`src/rtl/riscv_csr_pkg.sv`:
```
// Machine-mode CSR constants shared by the CSR file and the trap controller:
// addresses, cause codes, mstatus/mie/mip bit positions and the trap FSM encoding.
package riscv_csr_pkg;

  localparam logic [11:0] CSR_MSTATUS = 12'h300;
  localparam logic [11:0] CSR_MIE     = 12'h304;
  localparam logic [11:0] CSR_MTVEC   = 12'h305;
  localparam logic [11:0] CSR_MEPC    = 12'h341;
  localparam logic [11:0] CSR_MCAUSE  = 12'h342;
  localparam logic [11:0] CSR_MIP     = 12'h344;

  // mstatus fields
  localparam int MSTATUS_MIE    = 3;
  localparam int MSTATUS_MPIE   = 7;
  localparam int MSTATUS_MPP_LO = 11;
  localparam int MSTATUS_MPP_HI = 12;

  // mie/mip bit positions
  localparam int IRQ_MSI = 3;
  localparam int IRQ_MTI = 7;
  localparam int IRQ_MEI = 11;

  // Low five bits of mcause; the interrupt flag is carried separately
  localparam logic [4:0] EXC_ILLEGAL    = 5'd2;
  localparam logic [4:0] EXC_BREAKPOINT = 5'd3;
  localparam logic [4:0] EXC_ECALL_M    = 5'd11;
  localparam logic [4:0] INT_CODE_MSI   = 5'd3;
  localparam logic [4:0] INT_CODE_MTI   = 5'd7;
  localparam logic [4:0] INT_CODE_MEI   = 5'd11;

  localparam logic [1:0] MTVEC_VECTORED = 2'b01;
  localparam logic [1:0] PRIV_M         = 2'b11;

  typedef enum logic [1:0] {
    ST_IDLE = 2'd0,
    ST_TRAP = 2'd1,
    ST_RET  = 2'd2
  } trap_state_e;

endpackage

```
`src/rtl/trap_ctrl_if.sv`:
```
// Pipeline/CSR-file side of the trap controller: retiring instruction, CSR access,
// machine CSR inputs, redirect/flush to fetch and mstatus write-back.
interface trap_ctrl_if #(parameter int XLEN = 32);

  logic            instr_valid;
  logic [XLEN-1:0] pc;
  logic            ecall;
  logic            ebreak;
  logic            illegal;
  logic            mret;
  logic [XLEN-1:0] mstatus;
  logic [XLEN-1:0] mie;
  logic [XLEN-1:0] mtvec;
  logic [11:0]     csr_addr;
  logic            csr_write_enable;
  logic [XLEN-1:0] csr_wdata;

  logic            trap_csr_hit;
  logic [XLEN-1:0] trap_csr_rdata;
  logic            redirect_valid;
  logic [XLEN-1:0] redirect_pc;
  logic            flush;
  logic            busy;
  logic            mstatus_wr_en;
  logic [XLEN-1:0] mstatus_wr_data;

  modport master (
    output instr_valid, pc, ecall, ebreak, illegal, mret,
           mstatus, mie, mtvec, csr_addr, csr_write_enable, csr_wdata,
    input  trap_csr_hit, trap_csr_rdata, redirect_valid, redirect_pc,
           flush, busy, mstatus_wr_en, mstatus_wr_data
  );

  modport slave (
    input  instr_valid, pc, ecall, ebreak, illegal, mret,
           mstatus, mie, mtvec, csr_addr, csr_write_enable, csr_wdata,
    output trap_csr_hit, trap_csr_rdata, redirect_valid, redirect_pc,
           flush, busy, mstatus_wr_en, mstatus_wr_data
  );

endinterface

```
`src/rtl/irq_sync.sv`:
```
// Multi-stage flop synchronizer for the three asynchronous interrupt levels.
module irq_sync #(
  parameter int STAGES = 2
) (
  input  logic       clk,
  input  logic       rst,
  input  logic [2:0] irq_async,
  output logic [2:0] irq_sync
);

  logic [STAGES-1:0][2:0] sync_q;

  // NOTE: sequential state uses non-blocking assignments so every stage samples
  // the previous stage's old value on the same edge.
  always_ff @(posedge clk or negedge rst) begin
    if (!rst) begin
      sync_q <= '0;
    end else begin
      sync_q <= {sync_q[STAGES-2:0], irq_async};
    end
  end

  assign irq_sync = sync_q[STAGES-1];

endmodule

```
`src/rtl/trap_ctrl.sv`:
```
// Machine-mode trap controller: arbitrates exceptions, interrupts and MRET,
// owns mepc/mcause/mip, and issues a one-cycle redirect plus mstatus write-back.
module trap_ctrl
  import riscv_csr_pkg::*;
#(
  parameter int XLEN        = 32,
  parameter int SYNC_STAGES = 2
) (
  input  logic        clk,
  input  logic        rst,
  input  logic        irq_ext,
  input  logic        irq_timer,
  input  logic        irq_sw,
  trap_ctrl_if.slave  bus
);

  localparam logic [XLEN-1:0] MEPC_MASK = {{(XLEN-2){1'b1}}, 2'b00};

  trap_state_e     state;
  logic [2:0]      irq_level;
  logic [XLEN-1:0] mepc;
  logic [XLEN-1:0] mcause;
  logic [XLEN-1:0] mip;
  logic [XLEN-1:0] irq_eligible;

  logic            take_trap;
  logic            take_ret;
  logic            trap_irq;
  logic [4:0]      trap_code;
  logic [XLEN-1:0] trap_cause;
  logic [XLEN-1:0] vec_base;
  logic [XLEN-1:0] trap_target;
  logic [XLEN-1:0] mstatus_on_trap;
  logic [XLEN-1:0] mstatus_on_ret;
  logic            csr_wr_mepc;
  logic            csr_wr_mcause;

  irq_sync #(.STAGES(SYNC_STAGES)) u_irq_sync (
    .clk       (clk),
    .rst       (rst),
    .irq_async ({irq_ext, irq_timer, irq_sw}),
    .irq_sync  (irq_level)
  );

  // NOTE: every signal written in always_comb gets a default first, so no path
  // leaves it unassigned and no latch is inferred.
  always_comb begin
    mip          = '0;
    mip[IRQ_MEI] = irq_level[2];
    mip[IRQ_MTI] = irq_level[1];
    mip[IRQ_MSI] = irq_level[0];
  end

  assign irq_eligible = mip & bus.mie & {XLEN{bus.mstatus[MSTATUS_MIE]}};

  // Event arbitration; only considered when idle with a retiring instruction
  always_comb begin
    take_trap = 1'b0;
    take_ret  = 1'b0;
    trap_irq  = 1'b0;
    trap_code = '0;
    if (state == ST_IDLE && bus.instr_valid) begin
      take_trap = 1'b1;
      if (bus.illegal) begin
        trap_code = EXC_ILLEGAL;
      end else if (bus.ebreak) begin
        trap_code = EXC_BREAKPOINT;
      end else if (bus.ecall) begin
        trap_code = EXC_ECALL_M;
      end else if (irq_eligible[IRQ_MEI]) begin
        trap_irq  = 1'b1;
        trap_code = INT_CODE_MEI;
      end else if (irq_eligible[IRQ_MSI]) begin
        trap_irq  = 1'b1;
        trap_code = INT_CODE_MSI;
      end else if (irq_eligible[IRQ_MTI]) begin
        trap_irq  = 1'b1;
        trap_code = INT_CODE_MTI;
      end else begin
        take_trap = 1'b0;
        take_ret  = bus.mret;
      end
    end
  end

  assign trap_cause  = {trap_irq, {(XLEN-6){1'b0}}, trap_code};
  assign vec_base    = {bus.mtvec[XLEN-1:2], 2'b00};
  // Vectored mode offsets interrupts only; reserved modes behave as direct
  assign trap_target = (bus.mtvec[1:0] == MTVEC_VECTORED && trap_irq)
                     ? vec_base + XLEN'({trap_code, 2'b00})
                     : vec_base;

  always_comb begin
    mstatus_on_trap                               = bus.mstatus;
    mstatus_on_trap[MSTATUS_MPIE]                 = bus.mstatus[MSTATUS_MIE];
    mstatus_on_trap[MSTATUS_MIE]                  = 1'b0;
    mstatus_on_trap[MSTATUS_MPP_HI:MSTATUS_MPP_LO] = PRIV_M;

    mstatus_on_ret                                = bus.mstatus;
    mstatus_on_ret[MSTATUS_MIE]                   = bus.mstatus[MSTATUS_MPIE];
    mstatus_on_ret[MSTATUS_MPIE]                  = 1'b1;
    mstatus_on_ret[MSTATUS_MPP_HI:MSTATUS_MPP_LO]  = PRIV_M;
  end

  // Software writes lose against a trap taken in the same cycle
  assign csr_wr_mepc   = state == ST_IDLE && bus.csr_write_enable && !take_trap
                         && bus.csr_addr == CSR_MEPC;
  assign csr_wr_mcause = state == ST_IDLE && bus.csr_write_enable && !take_trap
                         && bus.csr_addr == CSR_MCAUSE;

  always_ff @(posedge clk or negedge rst) begin
    if (!rst) begin
      state               <= ST_IDLE;
      mepc                <= '0;
      mcause              <= '0;
      bus.redirect_valid  <= 1'b0;
      bus.redirect_pc     <= '0;
      bus.flush           <= 1'b0;
      bus.busy            <= 1'b0;
      bus.mstatus_wr_en   <= 1'b0;
      bus.mstatus_wr_data <= '0;
    end else begin
      bus.redirect_valid <= 1'b0;
      bus.flush          <= 1'b0;
      bus.busy           <= 1'b0;
      bus.mstatus_wr_en  <= 1'b0;

      if (csr_wr_mepc) begin
        mepc <= bus.csr_wdata & MEPC_MASK;
      end
      if (csr_wr_mcause) begin
        mcause <= bus.csr_wdata;
      end

      case (state)
        ST_IDLE: begin
          if (take_trap) begin
            state               <= ST_TRAP;
            mepc                <= bus.pc;
            mcause              <= trap_cause;
            bus.redirect_pc     <= trap_target;
            bus.redirect_valid  <= 1'b1;
            bus.flush           <= 1'b1;
            bus.busy            <= 1'b1;
            bus.mstatus_wr_en   <= 1'b1;
            bus.mstatus_wr_data <= mstatus_on_trap;
          end else if (take_ret) begin
            state               <= ST_RET;
            bus.redirect_pc     <= mepc;
            bus.redirect_valid  <= 1'b1;
            bus.flush           <= 1'b1;
            bus.busy            <= 1'b1;
            bus.mstatus_wr_en   <= 1'b1;
            bus.mstatus_wr_data <= mstatus_on_ret;
          end
        end
        default: state <= ST_IDLE;
      endcase
    end
  end

  always_comb begin
    bus.trap_csr_hit   = 1'b0;
    bus.trap_csr_rdata = '0;
    case (bus.csr_addr)
      CSR_MEPC: begin
        bus.trap_csr_hit   = 1'b1;
        bus.trap_csr_rdata = mepc;
      end
      CSR_MCAUSE: begin
        bus.trap_csr_hit   = 1'b1;
        bus.trap_csr_rdata = mcause;
      end
      CSR_MIP: begin
        bus.trap_csr_hit   = 1'b1;
        bus.trap_csr_rdata = mip;
      end
      default: ;
    endcase
  end

endmodule

```
`src/flat_wrapper.sv`:
```
// flat-port wrapper written by rule: the top's interface ports become plain ports
module trap_ctrl_flat import riscv_csr_pkg::*;
#(
  parameter int XLEN        = 32,
  parameter int SYNC_STAGES = 2
)
  (clk, rst, irq_ext, irq_timer, irq_sw, bus_instr_valid, bus_pc, bus_ecall, bus_ebreak, bus_illegal, bus_mret, bus_mstatus, bus_mie, bus_mtvec, bus_csr_addr, bus_csr_write_enable, bus_csr_wdata, bus_trap_csr_hit, bus_trap_csr_rdata, bus_redirect_valid, bus_redirect_pc, bus_flush, bus_busy, bus_mstatus_wr_en, bus_mstatus_wr_data);
  trap_ctrl_if #(.XLEN(XLEN)) bus_i ();
  input  logic clk;
  input  logic rst;
  input  logic irq_ext;
  input  logic irq_timer;
  input  logic irq_sw;
  input wire logic [$bits(bus_i.instr_valid)-1:0] bus_instr_valid;
  input wire logic [$bits(bus_i.pc)-1:0] bus_pc;
  input wire logic [$bits(bus_i.ecall)-1:0] bus_ecall;
  input wire logic [$bits(bus_i.ebreak)-1:0] bus_ebreak;
  input wire logic [$bits(bus_i.illegal)-1:0] bus_illegal;
  input wire logic [$bits(bus_i.mret)-1:0] bus_mret;
  input wire logic [$bits(bus_i.mstatus)-1:0] bus_mstatus;
  input wire logic [$bits(bus_i.mie)-1:0] bus_mie;
  input wire logic [$bits(bus_i.mtvec)-1:0] bus_mtvec;
  input wire logic [$bits(bus_i.csr_addr)-1:0] bus_csr_addr;
  input wire logic [$bits(bus_i.csr_write_enable)-1:0] bus_csr_write_enable;
  input wire logic [$bits(bus_i.csr_wdata)-1:0] bus_csr_wdata;
  output wire logic [$bits(bus_i.trap_csr_hit)-1:0] bus_trap_csr_hit;
  output wire logic [$bits(bus_i.trap_csr_rdata)-1:0] bus_trap_csr_rdata;
  output wire logic [$bits(bus_i.redirect_valid)-1:0] bus_redirect_valid;
  output wire logic [$bits(bus_i.redirect_pc)-1:0] bus_redirect_pc;
  output wire logic [$bits(bus_i.flush)-1:0] bus_flush;
  output wire logic [$bits(bus_i.busy)-1:0] bus_busy;
  output wire logic [$bits(bus_i.mstatus_wr_en)-1:0] bus_mstatus_wr_en;
  output wire logic [$bits(bus_i.mstatus_wr_data)-1:0] bus_mstatus_wr_data;
  assign bus_i.instr_valid = bus_instr_valid;
  assign bus_i.pc = bus_pc;
  assign bus_i.ecall = bus_ecall;
  assign bus_i.ebreak = bus_ebreak;
  assign bus_i.illegal = bus_illegal;
  assign bus_i.mret = bus_mret;
  assign bus_i.mstatus = bus_mstatus;
  assign bus_i.mie = bus_mie;
  assign bus_i.mtvec = bus_mtvec;
  assign bus_i.csr_addr = bus_csr_addr;
  assign bus_i.csr_write_enable = bus_csr_write_enable;
  assign bus_i.csr_wdata = bus_csr_wdata;
  assign bus_trap_csr_hit = bus_i.trap_csr_hit;
  assign bus_trap_csr_rdata = bus_i.trap_csr_rdata;
  assign bus_redirect_valid = bus_i.redirect_valid;
  assign bus_redirect_pc = bus_i.redirect_pc;
  assign bus_flush = bus_i.flush;
  assign bus_busy = bus_i.busy;
  assign bus_mstatus_wr_en = bus_i.mstatus_wr_en;
  assign bus_mstatus_wr_data = bus_i.mstatus_wr_data;
  trap_ctrl #(.XLEN(XLEN), .SYNC_STAGES(SYNC_STAGES)) u_core (.clk(clk), .rst(rst), .irq_ext(irq_ext), .irq_timer(irq_timer), .irq_sw(irq_sw), .bus(bus_i));
endmodule
```
`config.mk`:
```
export PLATFORM = sky130hd
export DESIGN_NAME = trap_ctrl_flat
export DESIGN_NICKNAME = d
export VERILOG_FILES = /design/src/rtl/riscv_csr_pkg.sv /design/src/rtl/trap_ctrl_if.sv /design/src/rtl/irq_sync.sv /design/src/rtl/trap_ctrl.sv /design/src/flat_wrapper.sv
export SDC_FILE = /design/constraint.sdc
export NUM_CORES = 1
export LEC_CHECK = 0
export CAP_MARGIN = 20
export CORE_MARGIN = 10
export CORE_UTILIZATION = 35
export DETAILED_ROUTE_END_ITERATION = 10
export GPL_TIMING_DRIVEN = 0
export PLACE_DENSITY_LB_ADDON = 0.05
export SYNTH_ARGS = -nofsm -noshare
export SYNTH_HDL_FRONTEND = slang
export SYNTH_HIERARCHICAL = 1
export SYNTH_SLANG_ARGS = --single-unit
```
`constraint.sdc`:
```
create_clock -name clk -period 4.45 [get_ports clk]
set_input_delay 0.89 -clock clk [delete_from_list [all_inputs] [get_ports clk]]
set_output_delay 0.89 -clock clk [all_outputs]
set_load 0.02 [all_outputs]
```
==> results of run 1 <==
placed cells by master (no fill, tap or decap), types with 14 or more instances in the layout:
master             n
clkdlybuf4s50_1  235
nand2_1          196
dfrtp_1          136
a21oi_1           42
mux2i_1           41
o21ai_0           38
nand3_1           34
a22o_1            31
clkbuf_1          26
clkbuf_16         17
buf_4             17
dlymetal6s2s_1    15
or4_1             15
and3_1            14
final timing paths:
path | depth (start not counted) | endpoint | start
max in group asynchronous | 2 | u_core/mepc[25] | rst
worst max-delay path | 7 | bus_trap_csr_rdata[26] | bus_csr_addr[11]
worst min-delay path | 0 | u_core/u_irq_sync/irq_sync[2] | u_core/u_irq_sync/sync_q[2]
worst min register to register | 0 | u_core/u_irq_sync/irq_sync[2] | u_core/u_irq_sync/sync_q[2]
worst max register to register | 11 | u_core/bus.redirect_pc[8] | u_core/state[1]
min in group asynchronous | 1 | u_core/u_irq_sync/sync_q[2] | rst
sequential cells by signal, summed over array words and instances, names as in the netlist:
name	count
u_core/u_irq_sync/irq_sync	3
u_core/state	2
u_core/bus.redirect_pc	32
u_core/u_irq_sync/sync_q	3
u_core/mcause	32
u_core/mepc	32
u_core/bus.mstatus_wr_en	1
u_core/bus.mstatus_wr_data	31
cells in the mapped netlist (6+ instances only):
cell type	number	area, um2
nand2_1	197	739
mux2i_1	41	410
dfrtp_1	136	3400
nand4_1	11	68.8
nor2_1	10	37.5
or4_1	15	113
clkbuf_1	33	124
o21ai_0	38	190
buf_2	12	60.1
or3_1	7	43.8
nor3_1	9	45.0
and3_1	14	87.6
and4_1	6	52.6
a22o_1	31	272
o211ai_1	11	82.6
a22oi_1	11	82.6
nor4_1	7	43.8
nand3_1	34	170
buf_4	8	60.1
a21oi_1	43	215
inv_1	11	41.3
per-stage QoR:
stage | cell area, um2 | util [%] | setup TNS [ns]
6_report | 10600 | 54.1 | 0
4_1_cts | 10500 | 53.8 | 0
2_1_floorplan | 7010 | - | 0
5_1_grt | 10600 | 54.1 | 0
3_5_place_dp | 9880 | 50.4 | -46.79
3_3_place_gp | 9850 | 50.3 | -497.00
power by group through the flow:
| stage | sequential [mW] | combinational (mW) | clock [mW] |
|---|---|---|---|
| floorplan | 1.61 | 0.264 | 0 |
| global placement | 1.53 | 0.879 | 0 |
| detailed placement | 1.53 | 0.885 | 0 |
| CTS | 1.51 | 0.894 | 1.43 |
| global route | 1.53 | 0.961 | 1.48 |
| finish | 1.51 | 0.884 | 1.40 |
layout make-up:
cell class	count	area (um2)
Inverter	12	46.3
Antenna cell	5	12.5
Fill cell	1908	8990
Tap cell	265	332
Buffer	55	267
Clock inverter	13	135
Sequential cell	136	3400
Multi-Input combinational cell	555	3340
Clock buffer	19	453
Timing Repair Buffer	257	2620
worst max-delay path, cell delays in order:
cell	delay (ns)
clkdlybuf4s50_1	0.39
or4b_1	0.64
nor4_4	0.28
and3b_2	0.30
buf_4	0.22
a22o_1	0.16
clkdlybuf4s50_1	0.61
cell families (layout without fill, tap and decap cells):
family / count (synthesis) / count (layout) / share of synthesized area (%)
other: 0 / 5 / 0
DFF: 136 / 136 / 48.6
adders and majority gates: 5 / 5 / 1.00
AOI/OAI and AO/OA: 172 / 172 / 16.1
muxes: 43 / 43 / 6.18
and+or+nand+nor: 331 / 331 / 23.3
buffers and inverters: 70 / 356 / 4.39
xor gates and xnor gates: 4 / 4 / 0.500
routing by layer:
layer  vias to the layer above  track usage (%)  share of wire [%]  wire, um
met5                         -                0              0.046        13
met2                       271             32.7                 46     12800
met4                         2             5.50                1.3       365
li1                       3301                -                  -         -
met1                      3221             27.6                 43     12100
met3                        25             7.60                9.7      2700
what timing repair did:
item	CTS	global route
pin swaps	3	2
endpoints found under the hold margin	0	0
hold buffers	0	0
gates resized for setup	15	19
setup endpoints to repair	61	45
buffers inserted	4	1
==> results.yml, run 1 <==
worst_setup_path:
  critPathLaunchType: "input pin"
  worstPathRequired_ns: 3.56
  critical_path_peak_fanout: 10
  worstSetupPathType: "in -> out"
  endpoint_kind: "output pin"
  arrival_ns: 3.50
  rrSetupSlack_ns: 0.73
power:
  p_int_mw: 2.62
  ir_worst_vdd_mv: 0.235
  power_mw: 3.79
  p_per_area_mw_per_mm2: 357
  combinationalPowerShare_pct: 23.3
  leakagePower_nw: 4.91
  p_clk_share_pct: 36.9
  p_sw_mw: 1.17
  p_sw_share_pct: 30.8
  p_seq_share_pct: 39.8
synthesis:
  synth_cells: 761
  ys_ff_latch: 136
  synthDistinctLibCells: 58
  synth_edf_count: 0
  syn-num-nets: 949
  ys.flop_type: "dfrtp_1"
  syn_area_mm2: 0.00701
  async_reset_ff_share_pct: 100
  synth_area_per_cell_um2: 9.21
  yosys_warnings: 6
  synth_seq_area_share_pct: 48.6
die:
  core-area_mm2: 0.0196
  die_h_um: 161
  num_io_pins: 284
  num_rows: 51
  die_w_um: 161
  die_area_mm2: 0.0261
  initial_core_util_pct: 35.8
global_route:
  grt_pass1_wl_mm: 42.8
  grt_start_max_net_pins: 76
  gr-total-overflow: 0
  track_usage_pct: 21.2
  grt_pass1_vias: 6945
  antenna_found_initial: 5
worst_hold_path:
  min_path_type: "reg -> reg"
drt:
  vias_per_cell: 5.18
  drtAntennaViolNets: 0
  route.detailed.wl_per_inst_um: 21.2
  drt-initial-drc-count: 492
  drt_wl_total_mm: 28.0
  vias: 6820
  drc_errors: 0
  drtPass1Iterations: 6
timing:
  rsz0062_at_grt: "no"
  worst_slack_ns: 0.0627
  fmax_ghz: 0.228
  drv_slew: 0
  hold_viol_final: 0
  fin_skew_ns: 0.00858
  setup_violations: 0
  fin_hold_ws_ns: 0.350
  tightest_slew_ns: 1.06
  period_minus_slack_ns: 4.39
  fin_crit_sh_pct: 98.6
  relSlewSlack_pct: 29.1
cts:
  root_buffer: "clkbuf_16"
  htreeDepth: 4
  cts_buffers: 17
  clockBufferDepth: 2
  cts_tree: "yes"
  path_clk_slew_ns: 0.06
  cts.sinks: 136
  clock_latency_ns: 0.42
placement:
  place_ws_ns: -1.50
  port-buffer-count: 251
  dp_hpwl_mm: 21.6
  placedCellCount: 1278
  gp_congestion: 0.880
status:
  outcome: "completed"
run:
  cap_viol_max_count: 0
finish:
  final_cell_count_no_fill: 1317
  nets: 1222
  areaGrowthSynthToFinish_pct: 51.3
  drive_gt1_share_pct: 7.55
No activity file was read; power rests on OpenSTA's default activity.
==> run 2: changes to the inputs <==
--- a/config.mk
+++ b/config.mk
@@ -6,11 +6,13 @@
 export NUM_CORES = 1
 export LEC_CHECK = 0
 export CAP_MARGIN = 20
+export CELL_PAD_IN_SITES_DETAIL_PLACEMENT = 1
+export CELL_PAD_IN_SITES_GLOBAL_PLACEMENT = 1
 export CORE_MARGIN = 10
-export CORE_UTILIZATION = 35
+export CORE_UTILIZATION = 32
 export DETAILED_ROUTE_END_ITERATION = 10
 export GPL_TIMING_DRIVEN = 0
-export PLACE_DENSITY_LB_ADDON = 0.05
+export PLACE_DENSITY_LB_ADDON = 0.1
 export SYNTH_ARGS = -nofsm -noshare
 export SYNTH_HDL_FRONTEND = slang
 export SYNTH_HIERARCHICAL = 1
==> results.yml, run 2 (synthesis results as in run 1) <==
cts:
  ctsHoldBuffers: 0
  cts.sinks: 136
  htreeDepth: 4
  clockBufferDepth: 2
  cts_tree: "yes"
  clock_latency_ns: 0.42
  root_buffer: "clkbuf_16"
  path_clk_slew_ns: 0.06
  cts_buffers: 17
worst_setup_path:
  critPathLaunchType: "input pin"
  worst_r2r_endpoint: "u_core/bus.redirect_pc[22]"
  worstPathRequired_ns: 3.56
  rrSetupSlack_ns: 0.73
  setup.worst_path.end: "bus_trap_csr_rdata[22]"
  critical_path_peak_fanout: 10
  arrival_ns: 3.51
  endpoint_kind: "output pin"
  timing.rr.start: "u_core/state[1]"
  worstSetupPathType: "in -> out"
  cp-startpoint: "bus_csr_addr[11]"
  reg2reg_depth: 11
power:
  ir_worst_vdd_mv: 0.278
  leakagePower_nw: 4.91
  p_per_area_mw_per_mm2: 363
  power_mw: 3.87
finish:
  nets: 1226
  design_area_mm2: 0.0106
  reg_top3: "u_core/bus.redirect_pc x32, u_core/mcause x32, u_core/mepc x32"
  final_cell_count_no_fill: 1332
  areaGrowthSynthToFinish_pct: 52.0
  final_cell_mix: "clkdlybuf4s50_1 (236), nand2_1 (196), dfrtp_1 (136)"
  drive_gt1_share_pct: 7.71
  fin_util_pct: 49.1
  layout_commonest_cell: "clkdlybuf4s50_1"
timing:
  period_minus_slack_ns: 4.40
  relSlewSlack_pct: 49.7
  fin_crit_sh_pct: 98.9
  fin_skew_ns: 0.0120
  hold_viol_final: 0
  tightest_slew_ns: 0.749
  setup_violations: 0
  fmax_ghz: 0.227
  drv_slew: 0
  fin_hold_ws_ns: 0.354
  rsz0062_at_grt: "no"
die:
  num_io_pins: 284
  die_h_um: 168
  die_area_mm2: 0.0282
  num_rows: 54
  core-area_mm2: 0.0217
  initial_core_util_pct: 32.3
  die_w_um: 168
global_route:
  track_usage_pct: 20.9
  gr-total-overflow: 0
  antenna_found_initial: 4
  grt_pass1_wl_mm: 46.2
  grt_start_max_net_pins: 88
  grt_pass1_vias: 7563
placement:
  gp_congestion: 0.847
  place_area_mm2: 0.00990
  placedCellCount: 1293
  dp_hpwl_mm: 23.0
  port-buffer-count: 251
drt:
  route.detailed.wl_per_inst_um: 22.3
  vias_per_cell: 5.33
  drtAntennaViolNets: 0
  vias: 7099
  drtPass1Iterations: 5
  drt-initial-drc-count: 451
  drc_errors: 0
  drt_wl_total_mm: 29.7
worst_hold_path:
  holdPathStages: 0
  min_path_type: "reg -> reg"
status:
  outcome: "completed"
run:
  cap_viol_max_count: 0
[run 2: worst max-delay path, cell delays in order]
cell             delay (ns)
clkdlybuf4s50_1        0.39
or4b_1                 0.63
nor4_4                 0.30
and3b_2                0.29
buf_4                  0.22
a22o_1                 0.16
clkdlybuf4s50_1        0.62
[run 2: metal layers]
| layer | routed length, um | up-vias | GRT usage [%] |
|---|---|---|---|
| met1 | 12900 | 3530 | 26.5 |
| met5 | 13 | - | 0 |
| li1 | - | 3305 | - |
| met2 | 14100 | 239 | 34.0 |
| met3 | 2230 | 23 | 6.29 |
| met4 | 397 | 2 | 4.96 |
[run 2: final cells by class]
cell class | count | area (um2)
sequential | 136 | 3400
clock inverter | 11 | 148
antenna | 2 | 5.00
multi-input combinational | 555 | 3330
buffer | 56 | 272
inverter | 12 | 47.5
tap | 280 | 350
clock buffer | 20 | 457
timing repair buffer | 260 | 2630
fill | 2466 | 11000
[run 2: worst min-delay path by stage]
stage / from / slack (ns) / endpoint
after floorplan: u_core/u_irq_sync/sync_q[0] / 0.33 / u_core/u_irq_sync/irq_sync[0]
after global placement: u_core/u_irq_sync/sync_q[0] / 0.33 / u_core/u_irq_sync/irq_sync[0]
after detailed placement: u_core/u_irq_sync/sync_q[0] / 0.34 / u_core/u_irq_sync/irq_sync[0]
after CTS: u_core/u_irq_sync/sync_q[0] / 0.35 / u_core/u_irq_sync/irq_sync[0]
after global routing: u_core/u_irq_sync/sync_q[2] / 0.36 / u_core/u_irq_sync/irq_sync[2]
final: u_core/u_irq_sync/sync_q[0] / 0.35 / u_core/u_irq_sync/irq_sync[0]
[run 2: metrics by stage]
step / TNS [ns] / worst slack (ns)
after floorplan: 0 / 0.462
after global routing: 0 / 0.00168
after global placement: -528.55 / -3.54
final: 0 / 0.0491
after CTS: 0 / 0.0129
after detailed placement: -50.44 / -1.57
[run 2: what timing repair did]
item                                    4_1_cts  5_1_grt
gates resized for setup                      13       24
setup buffers                                 5        2
endpoints found under the setup margin       61       40
pin swaps                                     3        0
[run 2: power breakdown]
group          leakage, nW  total (mW)  internal (mW)  switching (mW)
Sequential            1.70        1.51           1.39           0.119
Clock                0.296        1.47          0.910           0.558
Combinational         2.91       0.892          0.422           0.471
Total                 4.91        3.87           2.72            1.15
